<file path="config.mk">
export PLATFORM = sky130hd
export DESIGN_NAME = ts_pkt_arbiter
export DESIGN_NICKNAME = d
export VERILOG_FILES = /design/src/rtl/ts_pkt_arbiter.sv
export SDC_FILE = /design/constraint.sdc
export NUM_CORES = 1
export LEC_CHECK = 0
export ABC_AREA = 1
export CAP_MARGIN = 30
export CORE_MARGIN = 2
export CORE_UTILIZATION = 32
export CTS_CLUSTER_SIZE = 25
export DETAILED_ROUTE_END_ITERATION = 7
export HOLD_SLACK_MARGIN = 0.02
export PLACE_DENSITY = 0.67
export SKIP_CTS_REPAIR_TIMING = 1
export SYNTH_ARGS = -nofsm -noshare
export SYNTH_HDL_FRONTEND = slang
export SYNTH_SLANG_ARGS = --single-unit
</file>
<file path="constraint.sdc">
create_clock -name clk -period 1.9 [get_ports clk]
set_input_delay 0.285 -clock clk [delete_from_list [all_inputs] [get_ports clk]]
set_output_delay 0.285 -clock clk [all_outputs]
set_load 0.01 [all_outputs]
</file>
<file path="src/rtl/ts_pkt_arbiter.sv">
// Round-robin arbiter that shares one TS insertion slot stream between
// NUM_SRC packet sources. Each accepted slot grants one ready source, pops it
// with a single-cycle ack and forwards its bytes with one cycle of latency,
// while checking the packet length and aborting stalled transfers.
module ts_pkt_arbiter #(
  parameter int NUM_SRC    = 2,
  parameter int SRC_IDX_W  = 1,
  parameter int PKT_LEN    = 192,
  parameter int TIMEOUT    = 1024,
  parameter int GAP_CYCLES = 2
) (
  input  logic                   clk,
  input  logic                   rst,
  input  logic                   slot_req,
  input  logic [NUM_SRC-1:0]     src_rdy,
  output logic [NUM_SRC-1:0]     src_ack,
  input  logic [NUM_SRC-1:0]     src_valid,
  input  logic [8*NUM_SRC-1:0]   src_data,
  input  logic [NUM_SRC-1:0]     src_eop,
  output logic                   out_valid,
  output logic [7:0]             out_data,
  output logic                   out_sop,
  output logic                   out_eop,
  output logic [SRC_IDX_W-1:0]   out_src,
  output logic                   busy,
  output logic                   err_pulse
);

  localparam int TMR_W = (TIMEOUT > 1) ? $clog2(TIMEOUT) : 1;
  localparam int GAP_W = (GAP_CYCLES > 1) ? $clog2(GAP_CYCLES) : 1;

  typedef enum logic [2:0] {
    ST_IDLE = 3'd0,
    ST_ACK  = 3'd1,
    ST_WAIT = 3'd2,
    ST_XFER = 3'd3,
    ST_GAP  = 3'd4
  } state_e;

  state_e                 state_q, state_d;
  logic [SRC_IDX_W-1:0]   last_grant_q, last_grant_d;
  logic [SRC_IDX_W-1:0]   out_src_q, out_src_d;
  logic [TMR_W-1:0]       timer_q, timer_d;
  logic [8:0]             byte_cnt_q, byte_cnt_d;
  logic [GAP_W-1:0]       gap_cnt_q, gap_cnt_d;
  logic [NUM_SRC-1:0]     src_ack_q, src_ack_d;
  logic                   out_valid_q, out_valid_d;
  logic [7:0]             out_data_q, out_data_d;
  logic                   out_sop_q, out_sop_d;
  logic                   out_eop_q, out_eop_d;
  logic                   busy_q, busy_d;
  logic                   err_q, err_d;

  logic [SRC_IDX_W-1:0]   grant_s;
  logic                   g_valid_s;
  logic [7:0]             g_data_s;
  logic                   g_eop_s;
  logic                   last_byte_s;
  logic                   timeout_s;

  // First ready source strictly after the previous winner, wrapping around.
  function automatic logic [SRC_IDX_W-1:0] rr_pick(input logic [SRC_IDX_W-1:0] last,
                                                   input logic [NUM_SRC-1:0]   rdy);
    logic [SRC_IDX_W-1:0] sel;
    logic [NUM_SRC-1:0]   sh;
    logic                 found;
    int                   idx;
    sel   = last;
    found = 1'b0;
    for (int k = 1; k <= NUM_SRC; k++) begin
      idx = int'(last) + k;
      if (idx >= NUM_SRC) begin
        idx = idx - NUM_SRC;
      end else begin
        idx = idx + 0;
      end
      sh = rdy >> idx;
      if (!found && sh[0]) begin
        sel   = SRC_IDX_W'(idx);
        found = 1'b1;
      end else begin
        found = found;
      end
    end
    return sel;
  endfunction

  assign grant_s     = rr_pick(last_grant_q, src_rdy);
  assign last_byte_s = ((byte_cnt_q + 9'd1) == 9'(PKT_LEN));
  assign timeout_s   = (timer_q == TMR_W'(TIMEOUT - 1));

  // Select the granted source's byte lane; all other sources are ignored.
  always_comb begin
    g_valid_s = 1'b0;
    g_data_s  = 8'h00;
    g_eop_s   = 1'b0;
    for (int i = 0; i < NUM_SRC; i++) begin
      g_valid_s = (out_src_q == SRC_IDX_W'(i)) ? src_valid[i]       : g_valid_s;
      g_data_s  = (out_src_q == SRC_IDX_W'(i)) ? src_data[8*i +: 8] : g_data_s;
      g_eop_s   = (out_src_q == SRC_IDX_W'(i)) ? src_eop[i]         : g_eop_s;
    end
  end

  // State and datapath registers with asynchronous reset.
  always_ff @(posedge clk or posedge rst) begin
    if (rst) begin
      state_q      <= ST_IDLE;
      last_grant_q <= SRC_IDX_W'(NUM_SRC - 1);
      out_src_q    <= '0;
      timer_q      <= '0;
      byte_cnt_q   <= 9'd0;
      gap_cnt_q    <= '0;
      src_ack_q    <= '0;
      out_valid_q  <= 1'b0;
      out_data_q   <= 8'h00;
      out_sop_q    <= 1'b0;
      out_eop_q    <= 1'b0;
      busy_q       <= 1'b0;
      err_q        <= 1'b0;
    end else begin
      state_q      <= state_d;
      last_grant_q <= last_grant_d;
      out_src_q    <= out_src_d;
      timer_q      <= timer_d;
      byte_cnt_q   <= byte_cnt_d;
      gap_cnt_q    <= gap_cnt_d;
      src_ack_q    <= src_ack_d;
      out_valid_q  <= out_valid_d;
      out_data_q   <= out_data_d;
      out_sop_q    <= out_sop_d;
      out_eop_q    <= out_eop_d;
      busy_q       <= busy_d;
      err_q        <= err_d;
    end
  end

  // Next-state logic plus grant, timer, byte and gap counters.
  always_comb begin
    state_d      = state_q;
    last_grant_d = last_grant_q;
    out_src_d    = out_src_q;
    timer_d      = timer_q;
    byte_cnt_d   = byte_cnt_q;
    gap_cnt_d    = gap_cnt_q;
    case (state_q)
      ST_IDLE: begin
        if (slot_req && (|src_rdy)) begin
          state_d      = ST_ACK;
          last_grant_d = grant_s;
          out_src_d    = grant_s;
        end else begin
          state_d = ST_IDLE;
        end
      end
      ST_ACK: begin
        state_d    = ST_WAIT;
        timer_d    = '0;
        byte_cnt_d = 9'd0;
      end
      ST_WAIT, ST_XFER: begin
        if (g_valid_s) begin
          timer_d    = '0;
          byte_cnt_d = byte_cnt_q + 9'd1;
          if (g_eop_s || last_byte_s) begin
            state_d   = ST_GAP;
            gap_cnt_d = '0;
          end else begin
            state_d = ST_XFER;
          end
        end else if (timeout_s) begin
          state_d   = ST_GAP;
          gap_cnt_d = '0;
        end else begin
          timer_d = timer_q + TMR_W'(1);
        end
      end
      ST_GAP: begin
        if (gap_cnt_q == GAP_W'(GAP_CYCLES - 1)) begin
          state_d = ST_IDLE;
        end else begin
          gap_cnt_d = gap_cnt_q + GAP_W'(1);
        end
      end
      default: begin
        state_d = ST_IDLE;
      end
    endcase
  end

  // Registered outputs: ack strobe, forwarded byte with sop/eop, busy and error.
  always_comb begin
    src_ack_d   = '0;
    out_valid_d = 1'b0;
    out_data_d  = 8'h00;
    out_sop_d   = 1'b0;
    out_eop_d   = 1'b0;
    err_d       = 1'b0;
    busy_d      = (state_d != ST_IDLE);
    case (state_q)
      ST_IDLE: begin
        if (state_d == ST_ACK) begin
          src_ack_d = {{(NUM_SRC-1){1'b0}}, 1'b1} << grant_s;
        end else begin
          src_ack_d = '0;
        end
      end
      ST_WAIT, ST_XFER: begin
        if (g_valid_s) begin
          out_valid_d = 1'b1;
          out_data_d  = g_data_s;
          out_sop_d   = (byte_cnt_q == 9'd0);
          if (g_eop_s) begin
            out_eop_d = 1'b1;
            err_d     = !last_byte_s;
          end else if (last_byte_s) begin
            // Overrun: close the packet ourselves and flag it.
            out_eop_d = 1'b1;
            err_d     = 1'b1;
          end else begin
            out_eop_d = 1'b0;
          end
        end else if (timeout_s) begin
          err_d = 1'b1;
        end else begin
          err_d = 1'b0;
        end
      end
      default: begin
        err_d = 1'b0;
      end
    endcase
  end

  assign src_ack   = src_ack_q;
  assign out_valid = out_valid_q;
  assign out_data  = out_data_q;
  assign out_sop   = out_sop_q;
  assign out_eop   = out_eop_q;
  assign out_src   = out_src_q;
  assign busy      = busy_q;
  assign err_pulse = err_q;

endmodule
</file>
==> impl_metrics.tcl, run 1 <==
set metrics [dict create \
    final_common_cell "nand2_1" \
    die_area_sq_um 7160 \
    gp_congestion 0.889 \
    yosys.area_share.simple_pct 31.2 \
    power_density_nw_per_um2 1090 \
    vias 1846 \
    antenna_found_initial 0 \
    leakage_nw 1.32 \
    endpoint_kind "flip-flop" \
    synthCells 257 \
    place_ws_ns -0.138 \
    ys.flop_type "dfrtp_1" \
    r2r-start "byte_cnt_q[2]" \
    power_mw 3.07 \
    clockRootBuffer "clkbuf_8" \
    fill_cells 635 \
    cp.required_ns 2.09 \
    final_nets 341 \
    netSwitchingFraction_pct 37.4 \
    slew_viol_final 0 \
    clk_path_buf_depth 2 \
    wire_per_inst_microns 12.1 \
    pin_count 41 \
    reg2reg_depth 12 \
    worst_setup_path_start_kind "flip-flop" \
    grt_first_pass_wirelength_mm 7.87 \
    area_growth_pct 35.6 \
    h-tree-depth 2 \
    overflow 0 \
    drtIter0Drc 84 \
    finalCriticalPeriod_ns 1.92 \
    async_flop_share_pct 100 \
    yosys.cell_types.count 33 \
    pwr-share-seq_pct 37.2 \
    syn_area_sq_um 2080 \
    rsz0062_at_grt "yes" \
    fmax_ghz 0.520 \
    final_hold_viol_count 0 \
    violations "negative setup slack" \
    grt_max_degree 41 \
    layout-drive-gt1-share_pct 17.9 \
    ys_ff_latch 40 \
    grtUsageTotal_pct 13.5 \
    ant_nets 0 \
    yosys.area.top_type "dfrtp_1" \
    synth_edf_count 0 \
    portBuffers 40 \
    tightest_slew_ns 0.260 \
    crit_arrival_ns 2.11 \
    synth_top_family_by_area "simple AND/OR/NAND/NOR gates" \
    clk_pin_slew_ns 0.08 \
    cts_tree "built" \
    regToRegSetupSlack_ns -0.02 \
    ys_top_cells_by_area "dfrtp_1, nand2_1, inv_1, nand3_1, nor2_1" \
    viasPerCell 4.73 \
    r2r_end "busy" \
    crit_fanout 5 \
    outcome "finished, violations left" \
    mostFrequentLayoutCells "nand2_1, clkdlybuf4s50_1, dfrtp_1, inv_1, nor2_1" \
    cts_made_buffers 5 \
    drv_cap 0 \
    path_class "reg2reg" \
    clock_sinks 40 \
    synth.area.mux_share_pct 0.482 \
    synth-compound-area-share_pct 9.51 \
    ys_seq_area_share_pct 48.2 \
    clkLatencyLatePin_ns 0.30 \
    yosys_warnings 0 \
    setup_viol 1 \
    num_antenna_cells 0 \
    hold_class "in2async" \
    clkPwrFrac_pct 22.6 \
    syn_nets 286 \
    drc 0 \
    initial_core_util_pct 32.9 \
    die_w_microns 84.6 \
    finalCritPeriodShare_pct 101 \
    die_h_microns 84.6 \
    switchingPower_mw 1.15 \
    core_sq_um 6310 \
    synth_xor_area_share_pct 1.26 \
    hpwl_mm 3.40 \
    slew_headroom_pct 82.6 \
    power_frac_comb_pct 40.2 \
    first_global_vias 1800 \
    post-synth-top-area-fraction_pct 47.0 \
    postSynthAreaPerCell_sq_um 8.09 \
    routed_wl_mm 4.70 \
    finClkSkew_ns 0.00482 \
    synth_fa_ha_area_share_pct 2.41 \
    p_int_mw 1.92 \
    first_pass_iters 4 \
    ir_worst_vdd_mv 0.556 \
    layout_setup_ws_ns -0.0227 \
    rows 29 \
]
## layout make-up
cell class,count,area (sq um),area share [%]
inverters,33,124,4.39
clock buffers,5,68.8,2.44
repair buffers,51,495,17.6
clock inverters,3,42.5,1.51
multi-input cells,181,988,35.1
flip-flops and latches,40,1000,35.6
well taps,77,96.3,3.42
## synth_stat cells (all sizes together), types with 2 or more instances
cell type	n
o31ai	2
dfrtp	39
inv	33
nand2	85
or2	2
buf	2
o21ai	17
a21oi	12
xor2	2
nand3	19
nor2	21
nand4	9
ha	4
o22ai	3
## critical path, cell delays in order (launching register included)
cell and delay [ns]:
dfrtp_1 0.45, nand3_1 0.20, nor3_1 0.26, nand3b_1 0.12, nand2_1 0.11, nand3_1 0.09
ha_2 0.20, nand3_2 0.09, nand2_2 0.05, inv_2 0.05, nand2_2 0.04, nor2_1 0.09
nand2_1 0.06
## metal layers
layer / global-route usage [%] / vias to the layer above / share of wire [%]
met1: 16.2 / 868 / 43
li1: - / 935 / -
met3: 3.74 / 5 / 5.3
met2: 23.1 / 38 / 50
met5: 0 / - / 0
met4: 5.05 / 0 / 1.5
## state kept, by name (all words and copies together), names as in the netlist
signal        flops
out_src           1
out_eop           1
src_ack           2
gap_cnt_q         1
busy              1
out_data          8
err_pulse         1
byte_cnt_q        9
state_q           3
timer_q          10
out_sop           1
last_grant_q      1
out_valid         1
## power groups by stage
stage / clock, mW / combinational (mW) / sequential (mW)
after floorplan: 0 / 0.712 / 1.17
after global placement: 0 / 1.19 / 1.15
after detailed placement: 0 / 1.22 / 1.15
after CTS: 0.713 / 1.22 / 1.14
after global routing: 0.739 / 1.37 / 1.17
final: 0.693 / 1.23 / 1.14
## how the worst max path moves through the flow
stage,from,end,slack (ns),cells past startpoint
global placement,byte_cnt_q[0],busy,-0.03,15
detailed placement,byte_cnt_q[0],busy,-0.14,15
floorplan,byte_cnt_q[0],busy,0.07,15
global route,byte_cnt_q[2],busy,-0.19,12
CTS,byte_cnt_q[0],busy,-0.17,15
finish,byte_cnt_q[2],busy,-0.02,12
## metrics by stage
stage / hold WS (ns) / instances / util [%] / TNS [ns] / area (sq um)
final: 0.334 / 390 / 44.6 / -0.0227 / 2820
after global routing: 0.385 / 390 / 44.6 / -0.459 / 2820
after CTS: 0.348 / 389 / 43.6 / -0.445 / 2750
after detailed placement: 0.456 / 381 / 41.9 / -0.277 / 2640
after global placement: 0.453 / 381 / 41.9 / -0.0314 / 2640
after floorplan: 0.424 / 257 / - / 0 / 2080
## logic make-up (layout without fill, tap and decap cells)
kind of cell,Yosys count,count (layout)
AOI/OAI and AO/OA,34,34
xor gates and xnor gates,3,3
adders and majority gates,4,4
buffers and inverters,36,92
DFF,40,40
muxes,1,1
and+or+nand+nor,139,139
No activity file was read; power rests on OpenSTA's default activity.
==> run 2: changes to the inputs <==
--- a/config.mk
+++ b/config.mk
@@ -7,6 +7,7 @@
 export LEC_CHECK = 0
 export ABC_AREA = 1
 export CAP_MARGIN = 30
+export CORE_ASPECT_RATIO = 1.1
 export CORE_MARGIN = 2
 export CORE_UTILIZATION = 32
 export CTS_CLUSTER_SIZE = 25
==> run 2 against run 1 <==
Effect of this change:
- the run still ends with negative setup slack left
- global-route usage rose by 0.59 points
- critical path depth is 3 higher
- sequential share of layout area up 0.18 points
- first-iteration DRC count grew 11%
- worst hold slack lost 0.019 ns
- combinational power up 4%
- clock power down 19%
- count of clock-buffer cells in the layout is the same
- sequential cell count did not move
- via count is 0.43% lower
- largest cell class unchanged
- largest power group unchanged
==> impl_metrics.tcl, run 2 (same netlist as run 1, synthesis figures left out) <==
set metrics [dict create \
    outcome "finished, violations left" \
    violations "negative setup slack" \
    path_class "reg2reg" \
    die_h_microns 88.5 \
    crit_chain "ha_2, nand2_2, nor2_4, nand2_1, nand2_1, nand3_1, nor2_2, nand3_2, ha_4, nand3_2, nand2_2, inv_2, nand2_2, nor2_1, nand2_1" \
    hpwl_mm 3.47 \
    wire_per_inst_microns 11.6 \
    area_growth_pct 34.8 \
    leakage_nw 1.31 \
    drtIter0Drc 93 \
    viasPerCell 4.65 \
    cp.required_ns 2.09 \
    switchingPower_mw 1.17 \
    mostFrequentLayoutCells "nand2_1, clkdlybuf4s50_1, dfrtp_1, inv_1, nand3_1" \
    power_frac_comb_pct 43.0 \
    overflow 0 \
    gp_congestion 0.882 \
    final_hold_viol_count 0 \
    regMostFlops "timer_q" \
    layout-drive-gt1-share_pct 17.8 \
    rows 30 \
    finClkSkew_ns 0.00696 \
    fin_util_pct 45.0 \
    drc 0 \
    die_w_microns 80.8 \
    clkLatencyLatePin_ns 0.29 \
    h-tree-depth 2 \
    slew_headroom_pct 78.3 \
    vias 1838 \
    finalCriticalPeriod_ns 1.96 \
    antenna_found_initial 0 \
    crit_fanout 5 \
    cts_made_buffers 5 \
    setup_viol 2 \
    ir_worst_vdd_mv 0.536 \
    slew_viol_final 0 \
    die_area_sq_um 7160 \
    tightest_slew_ns 0.316 \
    grt_max_degree 24 \
    r2r-start "byte_cnt_q[1]" \
    fin_area_sq_um 2800 \
    initial_core_util_pct 33.4 \
    rsz0062_at_grt "yes" \
    core_sq_um 6230 \
    crit_arrival_ns 2.15 \
    pin_count 41 \
    crit_path_top_delay_cell "dfrtp_1" \
    startpoint "byte_cnt_q[1]" \
    clockRootBuffer "clkbuf_8" \
    clock_sinks 40 \
    cts_tree "built" \
    dpl_cell_area_sq_um 2640 \
    final_common_cell "nand2_1" \
    cp_slowest_stage_delay_ns 0.36 \
    final_nets 343 \
    first_pass_iters 4 \
    layout_setup_ws_ns -0.0626 \
    grt_first_pass_wirelength_mm 7.92 \
    ant_nets 0 \
    place_ws_ns -0.135 \
    endpoint_kind "flip-flop" \
    fmax_ghz 0.510 \
    clk_path_buf_depth 2 \
    p_int_mw 1.81 \
    largest_reg_flops 10 \
    routed_wl_mm 4.59 \
    finalCritPeriodShare_pct 103 \
    worst_setup_path_start_kind "flip-flop" \
    grtUsageTotal_pct 14.1 \
    hold_class "in2async" \
    pwr-share-seq_pct 38.0 \
    netSwitchingFraction_pct 39.3 \
    power_density_nw_per_um2 1060 \
    num_antenna_cells 0 \
    clkPwrFrac_pct 19.0 \
    clk_pin_slew_ns 0.08 \
    drv_cap 0 \
    portBuffers 40 \
    first_global_vias 1833 \
]
run 2: per-stage QoR:
step	hold WS [ns]	TNS (ns)	std cells	power (mW)
2_1_floorplan	0.424	0	257	1.89
6_report	0.315	-0.0724	395	2.97
5_1_grt	0.344	-0.477	395	3.19
3_5_place_dp	0.452	-0.221	385	2.38
4_1_cts	0.322	-0.477	393	2.95
3_3_place_gp	0.448	-0.0480	385	2.35
run 2: power by group through the flow:
stage	logic (mW)	clock network [mW]	registers (mW)
final	1.28	0.564	1.13
after CTS	1.24	0.581	1.13
after global routing	1.43	0.613	1.15
after floorplan	0.712	0	1.17
after global placement	1.21	0	1.14
after detailed placement	1.23	0	1.15
run 2: critical path: cells and delay by family, from the launching register on:
family	cells	cell delay (ns)
adders and majority gates	2	0.38
and+or+nand+nor	12	1.08
DFF	1	0.36
buffers and inverters	1	0.06
run 2: routing by layer:
layer | global-route usage, % | vias up | share of wire, %
met3 | 3.16 | 11 | 3.4
met2 | 23.5 | 32 | 49
li1 | - | 945 | -
met4 | 5.70 | 0 | 1.9
met1 | 17.7 | 850 | 46
met5 | 0 | - | 0
run 2: cell type report:
| cell class | instances | area, sq um |
|---|---|---|
| Fill cell | 633 | 3430 |
| Clock buffer | 5 | 68.8 |
| Tap cell | 80 | 100 |
| Inverter | 33 | 124 |
| Clock inverter | 3 | 18.8 |
| Multi-Input combinational cell | 181 | 990 |
| Timing Repair Buffer | 53 | 498 |
| Sequential cell | 40 | 1000 |
run 2: worst paths after layout:
path                         endpoint  slack, ns  cells past startpoint
max                              busy      -0.06                     15
min                         err_pulse       0.32                      3
min reg2reg                 gap_cnt_q       0.47                      2
min in group clk            gap_cnt_q       0.47                      2
max reg2reg                      busy      -0.06                     15
max in group asynchronous  timer_q[8]       1.32                      3
